`config.mk`:
```
export PLATFORM = sky130hd
export DESIGN_NAME = utterance_capture
export DESIGN_NICKNAME = d
export VERILOG_FILES = /design/src/rtl/speech_pkg.sv /design/src/rtl/frame_energy_acc.sv /design/src/rtl/utterance_capture.sv
export SDC_FILE = /design/constraint.sdc
export NUM_CORES = 1
export LEC_CHECK = 0
export ABC_AREA = 1
export CORE_ASPECT_RATIO = 0.75
export CORE_MARGIN = 8
export CORE_UTILIZATION = 45
export CTS_CLUSTER_DIAMETER = 30
export DETAILED_ROUTE_END_ITERATION = 8
export PLACE_DENSITY = 0.7
export SYNTH_ARGS = -nofsm -noshare
export SYNTH_HDL_FRONTEND = slang
export SYNTH_SLANG_ARGS = --single-unit
```
`constraint.sdc`:
```
create_clock -name clk -period 3.39 [get_ports clk]
set_clock_uncertainty 0.1 [all_clocks]
set_input_delay 0.678 -clock clk [delete_from_list [all_inputs] [get_ports clk]]
set_output_delay 0.678 -clock clk [all_outputs]
set_load 0.01 [all_outputs]
```
`src/rtl/speech_pkg.sv`:
```
// Shared types and constants for the speech capture pipeline.
package speech_pkg;

    // Endpoint detector states
    typedef enum logic [1:0] {
        IDLE   = 2'd0,
        SPEECH = 2'd1,
        HANG   = 2'd2,
        DONE   = 2'd3
    } ep_state_t;

    // Offset-binary midpoint; a sample of this value carries no energy
    localparam logic [7:0] SILENCE_LEVEL = 8'd128;

    // Distance of an offset-binary sample from silence, range 0..128
    function automatic logic [7:0] sample_mag(input logic [7:0] s);
        return (s >= SILENCE_LEVEL) ? (s - SILENCE_LEVEL) : (SILENCE_LEVEL - s);
    endfunction

endpackage

```
`src/rtl/frame_energy_acc.sv`:
```
// Per-frame energy: sums |sample - 128| over FRAME_LEN accepted samples and
// publishes the total with a one-cycle frame_valid pulse.
module frame_energy_acc
    import speech_pkg::*;
#(
    parameter int unsigned FRAME_LEN = 64
) (
    input  logic                              clk,
    input  logic                              reset,
    input  logic                              accept,        // sample taken this cycle
    input  logic                              clear,         // abandon the frame in progress
    input  logic [7:0]                        sample,
    output logic                              frame_last_c,  // this accepted sample closes a frame
    output logic [8+$clog2(FRAME_LEN)-1:0]    frame_sum_c,   // energy including this sample
    output logic                              frame_valid,
    output logic [8+$clog2(FRAME_LEN)-1:0]    frame_energy
);

    localparam int unsigned POS_W    = $clog2(FRAME_LEN);
    localparam int unsigned ENERGY_W = 8 + POS_W;

    logic [POS_W-1:0]    pos;
    logic [ENERGY_W-1:0] acc;
    logic [7:0]          mag_c;

    assign mag_c        = sample_mag(sample);
    assign frame_last_c = accept && (pos == POS_W'(FRAME_LEN - 1));
    assign frame_sum_c  = acc + ENERGY_W'(mag_c);

    // Accumulator and frame position; a closing sample restarts both so the
    // next frame begins clean in the following cycle.
    always_ff @(posedge clk) begin
        if (reset) begin
            pos          <= '0;
            acc          <= '0;
            frame_valid  <= 1'b0;
            frame_energy <= '0;
        end else begin
            frame_valid <= frame_last_c;
            if (frame_last_c) begin
                frame_energy <= frame_sum_c;
            end
            if (clear || frame_last_c) begin
                pos <= '0;
                acc <= '0;
            end else if (accept) begin
                pos <= pos + POS_W'(1);
                acc <= frame_sum_c;
            end
        end
    end

endmodule

```
`src/rtl/utterance_capture.sv`:
```
// Energy-threshold endpoint detector that streams utterance samples into an
// external capture RAM and reports the stored length.
module utterance_capture
    import speech_pkg::*;
#(
    parameter int unsigned FRAME_LEN   = 64,
    parameter int unsigned ADDR_W      = 12,
    parameter int unsigned THRESH      = 1000,
    parameter int unsigned HANG_FRAMES = 4
) (
    input  logic                           clk,
    input  logic                           reset,
    input  logic                           sample_valid,
    input  logic [7:0]                     sample,
    input  logic                           done_ack,
    output logic                           mem_wr_en,
    output logic [ADDR_W-1:0]              mem_addr,
    output logic [7:0]                     mem_wdata,
    output logic                           frame_valid,
    output logic [8+$clog2(FRAME_LEN)-1:0] frame_energy,
    output logic                           utterance_active,
    output logic                           utterance_done,
    output logic [ADDR_W:0]                utterance_len,
    output logic                           overflow
);

    localparam int unsigned ENERGY_W = 8 + $clog2(FRAME_LEN);
    localparam int unsigned HANG_W   = $clog2(HANG_FRAMES + 1);
    localparam int unsigned LEN_W    = ADDR_W + 1;
    localparam logic [LEN_W-1:0] FULL_LEN = {1'b1, {ADDR_W{1'b0}}};

    ep_state_t           state, state_nxt;
    logic [ADDR_W-1:0]   wr_ptr, wr_ptr_nxt;
    logic [ADDR_W-1:0]   frame_base, frame_base_nxt;
    logic [HANG_W-1:0]   hang_cnt, hang_cnt_nxt;
    logic [LEN_W-1:0]    len_nxt;
    logic                ovf_nxt;
    logic                done_nxt;

    logic                accept_c;
    logic                ack_c;
    logic                full_c;
    logic                speech_c;
    logic                hang_end_c;
    logic                frame_last_c;
    logic [ENERGY_W-1:0] frame_sum_c;
    logic [LEN_W-1:0]    stored_len_c;
    logic [HANG_W-1:0]   hang_inc_c;

    // Samples are dropped while DONE waits for the consumer, including the
    // cycle in which the ack itself arrives.
    assign accept_c     = sample_valid && (state != DONE);
    assign ack_c        = done_ack && (state == DONE);
    assign full_c       = accept_c && ((state == SPEECH) || (state == HANG)) && (wr_ptr == '1);
    assign speech_c     = 32'(frame_sum_c) >= THRESH;
    assign stored_len_c = {1'b0, wr_ptr} + LEN_W'(1);
    assign hang_inc_c   = hang_cnt + HANG_W'(1);
    assign hang_end_c   = hang_inc_c == HANG_W'(HANG_FRAMES);

    frame_energy_acc #(
        .FRAME_LEN (FRAME_LEN)
    ) u_energy (
        .clk          (clk),
        .reset        (reset),
        .accept       (accept_c),
        .clear        (full_c || ack_c),
        .sample       (sample),
        .frame_last_c (frame_last_c),
        .frame_sum_c  (frame_sum_c),
        .frame_valid  (frame_valid),
        .frame_energy (frame_energy)
    );

    // State register
    always_ff @(posedge clk) begin
        if (reset) begin
            state <= IDLE;
        end else begin
            state <= state_nxt;
        end
    end

    // Next state, pointer updates and result capture
    always_comb begin
        state_nxt      = state;
        wr_ptr_nxt     = wr_ptr;
        frame_base_nxt = frame_base;
        hang_cnt_nxt   = hang_cnt;
        len_nxt        = utterance_len;
        ovf_nxt        = overflow;
        done_nxt       = 1'b0;

        if (accept_c) begin
            wr_ptr_nxt = wr_ptr + ADDR_W'(1);
        end

        case (state)
            IDLE: begin
                if (frame_last_c) begin
                    if (speech_c) begin
                        state_nxt      = SPEECH;
                        frame_base_nxt = wr_ptr + ADDR_W'(1);
                    end else begin
                        // Pre-roll frame not kept: overwrite it with the next one
                        wr_ptr_nxt = frame_base;
                    end
                end
            end
            SPEECH: begin
                if (full_c) begin
                    state_nxt = DONE;
                    ovf_nxt   = 1'b1;
                    len_nxt   = FULL_LEN;
                    done_nxt  = 1'b1;
                end else if (frame_last_c) begin
                    frame_base_nxt = wr_ptr + ADDR_W'(1);
                    if (!speech_c) begin
                        hang_cnt_nxt = HANG_W'(1);
                        if (HANG_FRAMES == 1) begin
                            state_nxt = DONE;
                            len_nxt   = stored_len_c;
                            done_nxt  = 1'b1;
                        end else begin
                            state_nxt = HANG;
                        end
                    end
                end
            end
            HANG: begin
                if (full_c) begin
                    state_nxt = DONE;
                    ovf_nxt   = 1'b1;
                    len_nxt   = FULL_LEN;
                    done_nxt  = 1'b1;
                end else if (frame_last_c) begin
                    frame_base_nxt = wr_ptr + ADDR_W'(1);
                    if (speech_c) begin
                        state_nxt    = SPEECH;
                        hang_cnt_nxt = '0;
                    end else begin
                        hang_cnt_nxt = hang_inc_c;
                        if (hang_end_c) begin
                            state_nxt = DONE;
                            len_nxt   = stored_len_c;
                            done_nxt  = 1'b1;
                        end
                    end
                end
            end
            DONE: begin
                if (ack_c) begin
                    state_nxt      = IDLE;
                    wr_ptr_nxt     = '0;
                    frame_base_nxt = '0;
                    hang_cnt_nxt   = '0;
                    ovf_nxt        = 1'b0;
                    len_nxt        = '0;
                end
            end
            default: begin
                state_nxt = IDLE;
            end
        endcase
    end

    // Pointer registers and registered outputs
    always_ff @(posedge clk) begin
        if (reset) begin
            wr_ptr           <= '0;
            frame_base       <= '0;
            hang_cnt         <= '0;
            mem_wr_en        <= 1'b0;
            mem_addr         <= '0;
            mem_wdata        <= '0;
            utterance_active <= 1'b0;
            utterance_done   <= 1'b0;
            utterance_len    <= '0;
            overflow         <= 1'b0;
        end else begin
            wr_ptr           <= wr_ptr_nxt;
            frame_base       <= frame_base_nxt;
            hang_cnt         <= hang_cnt_nxt;
            mem_wr_en        <= accept_c;
            if (accept_c) begin
                mem_addr  <= wr_ptr;
                mem_wdata <= sample;
            end
            utterance_active <= (state_nxt == SPEECH) || (state_nxt == HANG);
            utterance_done   <= done_nxt;
            utterance_len    <= len_nxt;
            overflow         <= ovf_nxt;
        end
    end

endmodule
```
==> summary.md <==
| Metric | Value |
|---|---|
| CP arrival | 3.58 ns |
| GR Overflow Total | 0 |
| Die Footprint | ~0.015 mm2 |
| Unrepaired setup endpoints after global routing | true |
| Synth Flop Type | dfxtp_1 |
| Starting density of the core | ~46% |
| Kind of critical path | input pin to register |
| Vias | 5,385 |
| Switching Fraction | between 20 and 30% |
| CTS max path bufs | 2 |
| Clock slew at reported path FFs | 0.07 ns |
| TritonCTS clock tree | yes |
| Yosys reg bits | 101 |
| Layout Nets | 897 |
| Syn_nets | 763 |
| Drt initial violations | 425 |
| PnR worst setup slack | -0.00293 ns |
| Fraction of layout cells with a size suffix above 1 | 24.4% |
| Final Hold Viols | 0 |
| Tcrit/Tclk final | 100% |
| CTS Buf Count | 9 |
| Reg2reg start | wr_ptr[0] |
| Final core utilization | 63.5% |
| Pwr/cell area | about 400 mW/mm2 |
| I/O Buffers | 63 |
| Yosys cell types | between 40 and 50 |
| First-pass GRT wire length | 25,700 um |
| Vias per inst | approximately 5.3 |
| Warnings, synthesis | 0 |
| Async SR Flop Fraction | 0% |
| Max_slew headroom | 28.3% |
| Hpwl dp | 11,300 um |
| Sequential area share after synthesis | 38.6% |
| Max-slew violations | 0 |
| DRC | 0 |
| Detail Route Antenna Nets | 0 |
| Share of power burned in registers | between 40% and 50% |
| Clock Tree Root | clkbuf_16 |
| N_diodes | 0 |
| Fin crit period | 3.39 ns |
| Setup crit start | sample[6] |
| Most frequent cells in the layout | nand2_1, dfxtp_1, nor2_1 |
| H-tree depth | 3 |
| Failing checks | setup timing |
| CP Capture Type | register |
| Clk Latency, worst-skew pair | around 0.35 ns |
| Most common cell after layout, fill and taps aside | nand2_1 |
| Place WS | -0.791 ns |
| CTS sink cnt | 101 |
| Comb power frac | between 20% and 30% |
| Synth Cell Area | 0.00524 mm2 |
| Initial antenna violation count | 0 |
| Clk pwr share | 35.9% |
| Avg Cell Area, Syn | 7.17 um2 |
| Number of enable flip-flop cells after synthesis | 0 |
| Row count | 34 |
| DRT Pass-1 Iters | 5 |
| LEAKAGE | a little over 3 nW |
| Die Wd | 141 um |
| Layout area overhead | 39.2% |
| Vias in the first global route | approximately 5.1k |
| Switching pwr | about 0.00081 W |
| Max FO, Critical Path | 7 |
| Cells after Synth | 731 |
| Worst vdd ir | 0.239 mV |
| Outcome | finished with violations |
| Tightest Hold Check Type | register to register |
| Worst Setup Start Kind | input pin |
| Die H | around 110 um |
| Hold path startpoint | frame_base[2] |
| Pin slew with the least headroom to its limit | 1.07 ns |
| Max Fclk | ~0.29 GHz |
| Largest net degree at the start of global routing | 62 |
| Final wirelength | 16,500 um |
| Gr usage total | 20.8% |
| DR WL/cell | 16.3 um |
| Internal | 0.00207 W |
| I/O Pins | 64 |
| Finish-stage setup viols | 1 |
| Filler instances | between 900 and 1k |
| Final GP Congestion | 0.916 |
| CP required | roughly 3.6 ns |
| Total of max-cap violations | 0 |
| Total core area | about 0.011 mm2 |
==> critical path, stage by stage <==
cell and delay (ns):
clkdlybuf4s50_1 0.49, buf_4 0.20, xnor2_4 0.16, ha_4 0.31, nand2_4 0.07, nor2_4 0.13
inv_1 0.05, nor2_1 0.13, nand2_2 0.08, nand2_2 0.08, nand2_2 0.05, nand2_2 0.10
nand2_4 0.07, nor2_4 0.15, nand3_4 0.14, buf_6 0.15, nor3_4 0.19, buf_12 0.15
a22oi_2 0.08, nor2_1 0.12
==> flip-flops by register name, summed over array words and instances, names as in the netlist <==
register / cells
u_energy.pos: 6
utterance_active: 1
mem_addr: 12
frame_base: 12
mem_wdata: 8
utterance_len: 13
hang_cnt: 3
u_energy.frame_valid: 1
utterance_done: 1
overflow: 1
u_energy.acc: 14
wr_ptr: 12
mem_wr_en: 1
u_energy.frame_energy: 14
state: 2
==> layer usage <==
layer	global-route usage, %	routed length, um
met4	7.11	297
met3	5.99	1270
met1	26.0	7330
met5	0	0
met2	34.3	7600
==> synth_stat cells (2+ instances only) <==
| master | instances | area (um2) |
|---|---|---|
| ha_1 | 19 | 238 |
| xnor2_1 | 5 | 43.8 |
| nor2_1 | 98 | 368 |
| nor2_2 | 2 | 12.5 |
| nand2_2 | 8 | 50.1 |
| nand3_1 | 30 | 150 |
| buf_2 | 2 | 10.0 |
| nand3_2 | 5 | 50.1 |
| buf_1 | 3 | 11.3 |
| nor3_1 | 8 | 40.0 |
| clkbuf_1 | 17 | 63.8 |
| inv_4 | 2 | 12.5 |
| buf_6 | 3 | 33.8 |
| o211ai_1 | 5 | 37.5 |
| nand2_1 | 149 | 559 |
| dfxtp_1 | 101 | 2020 |
| inv_1 | 77 | 289 |
| a22oi_1 | 7 | 52.6 |
| nand2_4 | 4 | 45.0 |
| o21ai_0 | 73 | 365 |
| o22ai_1 | 2 | 12.5 |
| nand4_1 | 8 | 50.1 |
| nor2_4 | 3 | 33.8 |
| o21ai_1 | 4 | 20.0 |
| nor3_2 | 2 | 20.0 |
| nand3_4 | 2 | 35.0 |
| a21oi_1 | 50 | 250 |
| a22o_1 | 4 | 35.0 |
| xor2_1 | 11 | 96.3 |
| inv_2 | 3 | 11.3 |
| nand3b_1 | 2 | 15.0 |
| a211oi_1 | 7 | 52.6 |
==> power by group through the flow <==
stage	sequential [W]	combinational [W]	clock, W
detailed placement	0.00127	0.000432	0
finish	0.00125	0.000596	0.00103
global route	0.00126	0.000647	0.00109
global placement	0.00127	0.000424	0
CTS	0.00125	0.000500	0.00105
floorplan	0.00127	0.000239	0
==> per-stage QoR <==
stage	cells	instance area (um2)	setup TNS [ns]	power [W]	hold slack [ns]
2_1_floorplan	731	5240	0	0.00151	0.335
3_3_place_gp	958	6280	-28.41	0.00170	0.341
3_5_place_dp	958	6280	-34.53	0.00171	0.351
4_1_cts	1004	6930	0	0.00280	0.367
5_1_grt	1014	7290	-1.98	0.00300	0.389
6_report	1014	7290	-0.00293	0.00288	0.363
==> worst paths after layout <==
check,end,slack [ns],depth (start not counted)
min reg2reg,frame_base[2],0.36,2
min,frame_base[2],0.36,2
max reg2reg,utterance_len[4],0.36,12
max,wr_ptr[8],-0.003,20
==> repair_timing <==
action | 4_1_cts | 5_1_grt
setup endpoints to repair | 44 | 60
setup buffers | 30 | 10
hold buffers | 0 | 0
pin swaps | 32 | 51
resized for setup | 47 | 84
cloned | 0 | 1
==> logic make-up (layout without fill, tap and decap cells) <==
| group | Yosys count | count (layout) | share of synthesized area, % |
|---|---|---|---|
| AO/OA/AOI/OAI | 157 | 157 | 16.6 |
| XOR/XNOR | 17 | 17 | 2.99 |
| adder cells (fa/ha/maj) | 20 | 20 | 4.92 |
| buffers and inverters | 110 | 248 | 8.62 |
| flip-flops | 101 | 101 | 38.6 |
| AND/OR/NAND/NOR | 326 | 327 | 28.2 |
==> final cells by class <==
class	count	area (um2)	share of cell area, %
multi-input combinational	521	3150	43.2
sequential	101	2020	27.7
timing repair buffer	148	1310	17.9
inverter	84	340	4.67
clock buffer	11	233	3.19
tap	144	180	2.47
clock inverter	5	58.8	0.806
No activity file was read; power rests on OpenSTA's default activity.
==> edit 1: new RTL, config.mk and constraints unchanged <==
`ADDR_W`: 12 -> 11.
--- a/src/rtl/utterance_capture.sv
+++ b/src/rtl/utterance_capture.sv
@@ -5,5 +5,5 @@
 #(
     parameter int unsigned FRAME_LEN   = 64,
-    parameter int unsigned ADDR_W      = 12,
+    parameter int unsigned ADDR_W      = 11,
     parameter int unsigned THRESH      = 1000,
     parameter int unsigned HANG_FRAMES = 4
Interface: changed (resized mem_addr and utterance_len); port bits go from 64 to 62. The function was not compared with the original's and may differ.
==> edit 1 against the unedited design <==
  * Synthesized area decreased by 1.8%
  * Clock power up 8%
  * Sequential power decreased by 3%
  * Register-to-register slack improved by 50 ps
  * Highest routed layer unchanged
  * Count of clock-buffer cells in the layout is 2 lower
  * Cell area is 0.63% lower
  * Routed wire length down 0.12%
  * Sequential cell count decreased by 4
  * Setup slack better by 71 ps
  * Synthesized cell count shrank 0.14%
  * Critical path depth up 4
  * Power increased by 1.7%
  * Largest power group unchanged
==> edit 1: results (changes against the unedited design) <==
Synth
  – Sequential share of the synthesized area: 0.378 (-0.00843)
  – Syn Nets: 761 (-0.26%)
  – Yosys top cell area share: 0.378 (-0.00843)
  – Post-synthesis cell count: 730 (-0.14%)
  – XOR/XNOR share of the synthesized area: 0.0306 (+0.000795)
  – Synth Area in Compound Gates: 0.165 (-0.00130)

Detailed routing
  – Wire length on met1: 7.59 mm (+3.5%)
  – Vias: 5377 (-0.15%)
  – 1st-iter DRT viols: 609 (+43%)

Cells and area
  – Final std cells w/o fill: 1005 (-0.89%)
  – Non-clock buffers: 149 (+0.68%)
  – Nets: 891 (-0.67%)
  – Largest regs: u_energy.acc: 14 flops, u_energy.frame_energy: 14 flops, utterance_len: 12 flops
  – Sequential cells: 97 (-4.0%)
  – Layout cells sized above 1: 0.260 (+0.0164)
  – Clock buf/inv share: 0.0442 (+0.00423)

GRT
  – Total Routing Usage GR: 0.212 (+0.00419)
  – Largest net degree at the start of global routing: 64 (+3.2%)

Power and ir drop
  – Worst vdd ir: 0.375 mV (+57%)
  – Seq group: 0.00121 W (-3%)
  – Sequential Power Share: 0.414 (-0.021)
  – Clock group: 0.00111 W (+8%)

Run status
  – Outcome: finished clean

Setup path
  – Worst Setup EP: mem_wdata[1]$_SDFFE_PP0P_
  – Crit-path slowest cell: buf_4
  – FF-to-FF setup slack: 410 ps (+50 ps)
  – Crit path launch: sample[1]
  – Critical path arrival: 3500 ps (-80 ps)

Placed design
  – Detailed Place HPWL: 11.0 mm (-2.5%)
  – Placed insts: 956 (-0.21%)

Timing
  – Slew HR: 0.388 (+0.105)

Clocking
  – # Post-CTS Setup Buffers: 23 (-23%)
  – Cts repair resizes: 50 (+6.4%)
edit 1: cell count changes after synthesis, moves of 4 or more:
cell | before | now
or2_2 | 1 | 5
nand3_2 | 5 | 1
nor2_1 | 98 | 69
o21ai_0 | 73 | 52
a21oi_1 | 50 | 56
nand2_1 | 149 | 161
o211ai_1 | 5 | 9
nand3_1 | 30 | 35
a221oi_1 | 0 | 4
nand4_1 | 8 | 12
dfxtp_1 | 101 | 97
inv_1 | 77 | 99
edit 1: per-layer routing:
metal | up-vias | GRT usage
li1 | 2627 | -
met1 | 2528 | 0.281
met2 | 204 | 0.339
met3 | 18 | 0.0541
met4 | 0 | 0.0585
met5 | - | 0
edit 1: critical path: cells and delay by family:
| kind | cells | cell delay [ps] |
|---|---|---|
| compound gates | 1 | 110 |
| buf+inv | 23 | 2720 |
edit 1: through the flow:
stage | cell area, um2 | worst slack [ps]
final | 7250 | 67.8
after global routing | 7250 | -82.8
after CTS | 6860 | 20.1
after detailed placement | 6220 | -812
after global placement | 6220 | -702
after floorplan | 5140 | 85.3
edit 1: worst min-delay path by stage:
stage | start | to | slack [ps] | depth (start not counted)
2_1_floorplan | frame_base[3]$_SDFFE_PP0P_ | frame_base[3]$_SDFFE_PP0P_ | 320 | 2
3_3_place_gp | frame_base[5]$_SDFFE_PP0P_ | frame_base[5]$_SDFFE_PP0P_ | 330 | 2
3_5_place_dp | frame_base[5]$_SDFFE_PP0P_ | frame_base[5]$_SDFFE_PP0P_ | 340 | 2
4_1_cts | frame_base[10]$_SDFFE_PP0P_ | frame_base[10]$_SDFFE_PP0P_ | 350 | 2
5_1_grt | frame_base[9]$_SDFFE_PP0P_ | frame_base[9]$_SDFFE_PP0P_ | 370 | 2
6_report | frame_base[9]$_SDFFE_PP0P_ | frame_base[9]$_SDFFE_PP0P_ | 350 | 2
==> edit 2: new RTL, config.mk and constraints unchanged <==
Made on the original files. Put one more register stage on the output `overflow`, cleared by the reset. The value now appears one clock later. The other outputs are not delayed to match.
--- a/src/rtl/utterance_capture.sv
+++ b/src/rtl/utterance_capture.sv
@@ -30,4 +30,6 @@
     localparam logic [LEN_W-1:0] FULL_LEN = {1'b1, {ADDR_W{1'b0}}};
 
+    logic overflow_s0;
+
     ep_state_t           state, state_nxt;
     logic [ADDR_W-1:0]   wr_ptr, wr_ptr_nxt;
@@ -88,5 +90,5 @@
         hang_cnt_nxt   = hang_cnt;
         len_nxt        = utterance_len;
-        ovf_nxt        = overflow;
+        ovf_nxt        = overflow_s0;
         done_nxt       = 1'b0;
 
@@ -176,5 +178,5 @@
             utterance_done   <= 1'b0;
             utterance_len    <= '0;
-            overflow         <= 1'b0;
+            overflow_s0      <= 1'b0;
         end else begin
             wr_ptr           <= wr_ptr_nxt;
@@ -189,5 +191,13 @@
             utterance_done   <= done_nxt;
             utterance_len    <= len_nxt;
-            overflow         <= ovf_nxt;
+            overflow_s0      <= ovf_nxt;
+        end
+    end
+
+    always_ff @(posedge clk) begin
+        if (reset) begin
+            overflow <= '0;
+        end else begin
+            overflow <= overflow_s0;
         end
     end
Check against the original RTL: no difference found for any inputs over 10 cycles, from zero or initial values and one cycle with reset high; that may be too few to reach the edited logic, so the function may still have changed.
==> edit 2 against the unedited design <==
  * Combinational power fell by 7.7%
  * Count of clock-buffer cells in the layout shrank 2
  * Synthesized area increased by 0.43%
  * Sequential share of layout area up 0.32 points
  * Sequential cell count increased by 1
  * Routed wire length decreased by 3.4%
  * Power is 3.7% lower
  * Setup slack gained 26 ps
  * Non-clock buffer count fell by 10
  * Cell area is 0.15% lower
  * Critical endpoint is now utterance_len[10]$_SDFFE_PP0P_
  * Largest cell class unchanged
  * Largest power group unchanged
==> edit 2: results (changes against the unedited design) <==
Run status
  – Outcome: finished clean

Synth
  – Warnings from Yosys: 0 (unchanged)
  – Ranking of synthesized cells by area: dfxtp_1 39%, nand2_1 11%, inv_1 6.3%, o21ai_0 6.0%, nor2_1 6.0%
  – Avg Cell Area, Syn: 7.14 um2 (-0.39%)
  – Sequential share of the synthesized area: 0.388 (+0.00215)
  – Synth top cells by count: 153 x nand2_1, 102 x dfxtp_1, 89 x inv_1
  – Async set or reset register ratio after synthesis: 0 (unchanged)
  – Syn Nets: 769 (+0.79%)
  – Ys flop type: dfxtp_1
  – Unique masters post-synth: 43 (-8.5%)

Detailed routing
  – Via/cell ratio: 5.39 (+1.5%)
  – DRT Pass-1 Iters: 5 (unchanged)
  – 1st-iter DRT viols: 537 (+26%)
  – Vias: 5423 (+0.71%)
  – Post-DR wirelength/cell: 15.8 um (-2.7%)

Setup path
  – Critical path arrival: 3520 ps (-60 ps)
  – Worst Reg2Reg Path Length in Cells: 12 (unchanged)
  – CP max FO: 7 (unchanged)
  – CP max stage delay: 370 ps (-120 ps)
  – Crit-path slowest cell: ha_1

Placed design
  – Placed insts: 975 (+1.8%)
  – IO buf count: 63 (unchanged)
  – Final GP Congestion: 0.918 (+0.27%)
  – Detailed Place HPWL: 11.1 mm (-1.7%)

GRT
  – Total Routing Usage GR: 0.197 (-0.0107)
  – Largest net degree at the start of global routing: 53 (-15%)
  – First-pass GRT wire length: 24.6 mm (-4.5%)
  – Vias in the first global route: 5025 (-1.8%)
  – Initial antenna violation count: 0 (unchanged)

Power and ir drop
  – Leak pwr: 3.07 nW (+0.54%)
  – Worst vdd ir: 0.247 mV (+3.1%)

Min path
  – Hold Crit Depth: 2 (unchanged)
  – Hold Path Class: flop to flop

Cells and area
  – Nets: 890 (-0.78%)
  – # diodes: 0 (unchanged)
  – Largest regs: u_energy.acc: 14 flops, u_energy.frame_energy: 14 flops, utterance_len: 13 flops
  – Layout cells sized above 1: 0.251 (+0.00690)

Timing
  – Slew HR: 0.369 (+0.0854)
  – Fmax: 0.297 GHz (+0.79%)

Clocking
  – Skew-Pair Late Insertion Delay: 360 ps
  – Bufs on Longest Clock Path: 2 (unchanged)
  – Clock slew at reported path FFs: 70 ps (about the same)
  – Num CTS Buffers: 9 (unchanged)
  – Number of H-tree levels: 3 (unchanged)
  – Root buf cell: clkbuf_16
[edit 2: changes by cell type after synthesis, sizes merged, moves of 4 or more]
cell / before / now
o21ai: 78 / 73
nor2: 103 / 87
nand3: 37 / 45
clkbuf: 17 / 21
inv: 83 / 92
o211ai: 5 / 1
a21oi: 51 / 62
[edit 2: report_power, final]
group / switching (W) / internal, W
Combinational: 0.000303 / 0.000247
Sequential: 0.0000289 / 0.00123
Clock: 0.000470 / 0.000493
Total: 0.000801 / 0.00197
[edit 2: layout make-up]
type                       instances  area (um2)
fill                             961        4200
timing repair buffer             138        1270
multi-input combinational        515        3160
clock inverter                     6        38.8
clock buffer                       9         225
tap                              144         180
inverter                          92         365
sequential                       102        2040
[edit 2: repair_timing]
| action | CTS | global route |
|---|---|---|
| setup endpoints to repair | 44 | 44 |
| cloned | 1 | 0 |
| pin swaps | 8 | 48 |
| resized for setup | 49 | 116 |
| hold endpoints to repair | 0 | 0 |
| setup buffers | 7 | 8 |
[edit 2: path summary, 6_finish.rpt]
path                            startpoint                             end  slack, ps
setup / recovery                 sample[1]  utterance_len[10]$_SDFFE_PP0P_         20
hold reg to reg   overflow_s0$_SDFFE_PP0P_             overflow$_SDFF_PP0_        320
hold / removal    overflow_s0$_SDFFE_PP0P_             overflow$_SDFF_PP0_        320
setup reg to reg       state[1]$_SDFF_PP0_  utterance_len[10]$_SDFFE_PP0P_        420
[edit 2: through the flow]
step           setup slack [ps]  hold WS [ps]  area, um2  total power (W)   util
2_1_floorplan              54.9           297       5260          0.00153      -
3_3_place_gp               -745           312       6380          0.00172  0.555
3_5_place_dp               -830           315       6380          0.00173  0.555
4_1_cts                    2.17           325       6880          0.00273  0.599
5_1_grt                    -169           361       7280          0.00288  0.634
6_report                   23.5           324       7280          0.00277  0.634
[edit 2: cell families after synthesis]
kind of cell	synth area share
AOI/OAI and AO/OA	0.176
xor gates and xnor gates	0.0316
adders and majority gates	0.0490
buffers and inverters	0.0918
and+or+nand+nor	0.263
DFF	0.388
[edit 2: critical path, delay by kind of cell]
kind	cells	cell delay, ps
simple gates	13	1250
fa+ha+maj	2	500
buf+inv	5	560
compound gates	3	360
xor+xnor	1	160
[edit 2: metal layers]
layer,vias to the layer above,share of wire,global-route usage
li1,2642,-,-
met5,-,0,0
met1,2519,0.45,0.261
met2,225,0.45,0.309
met3,37,0.077,0.0447
met4,0,0.025,0.0803
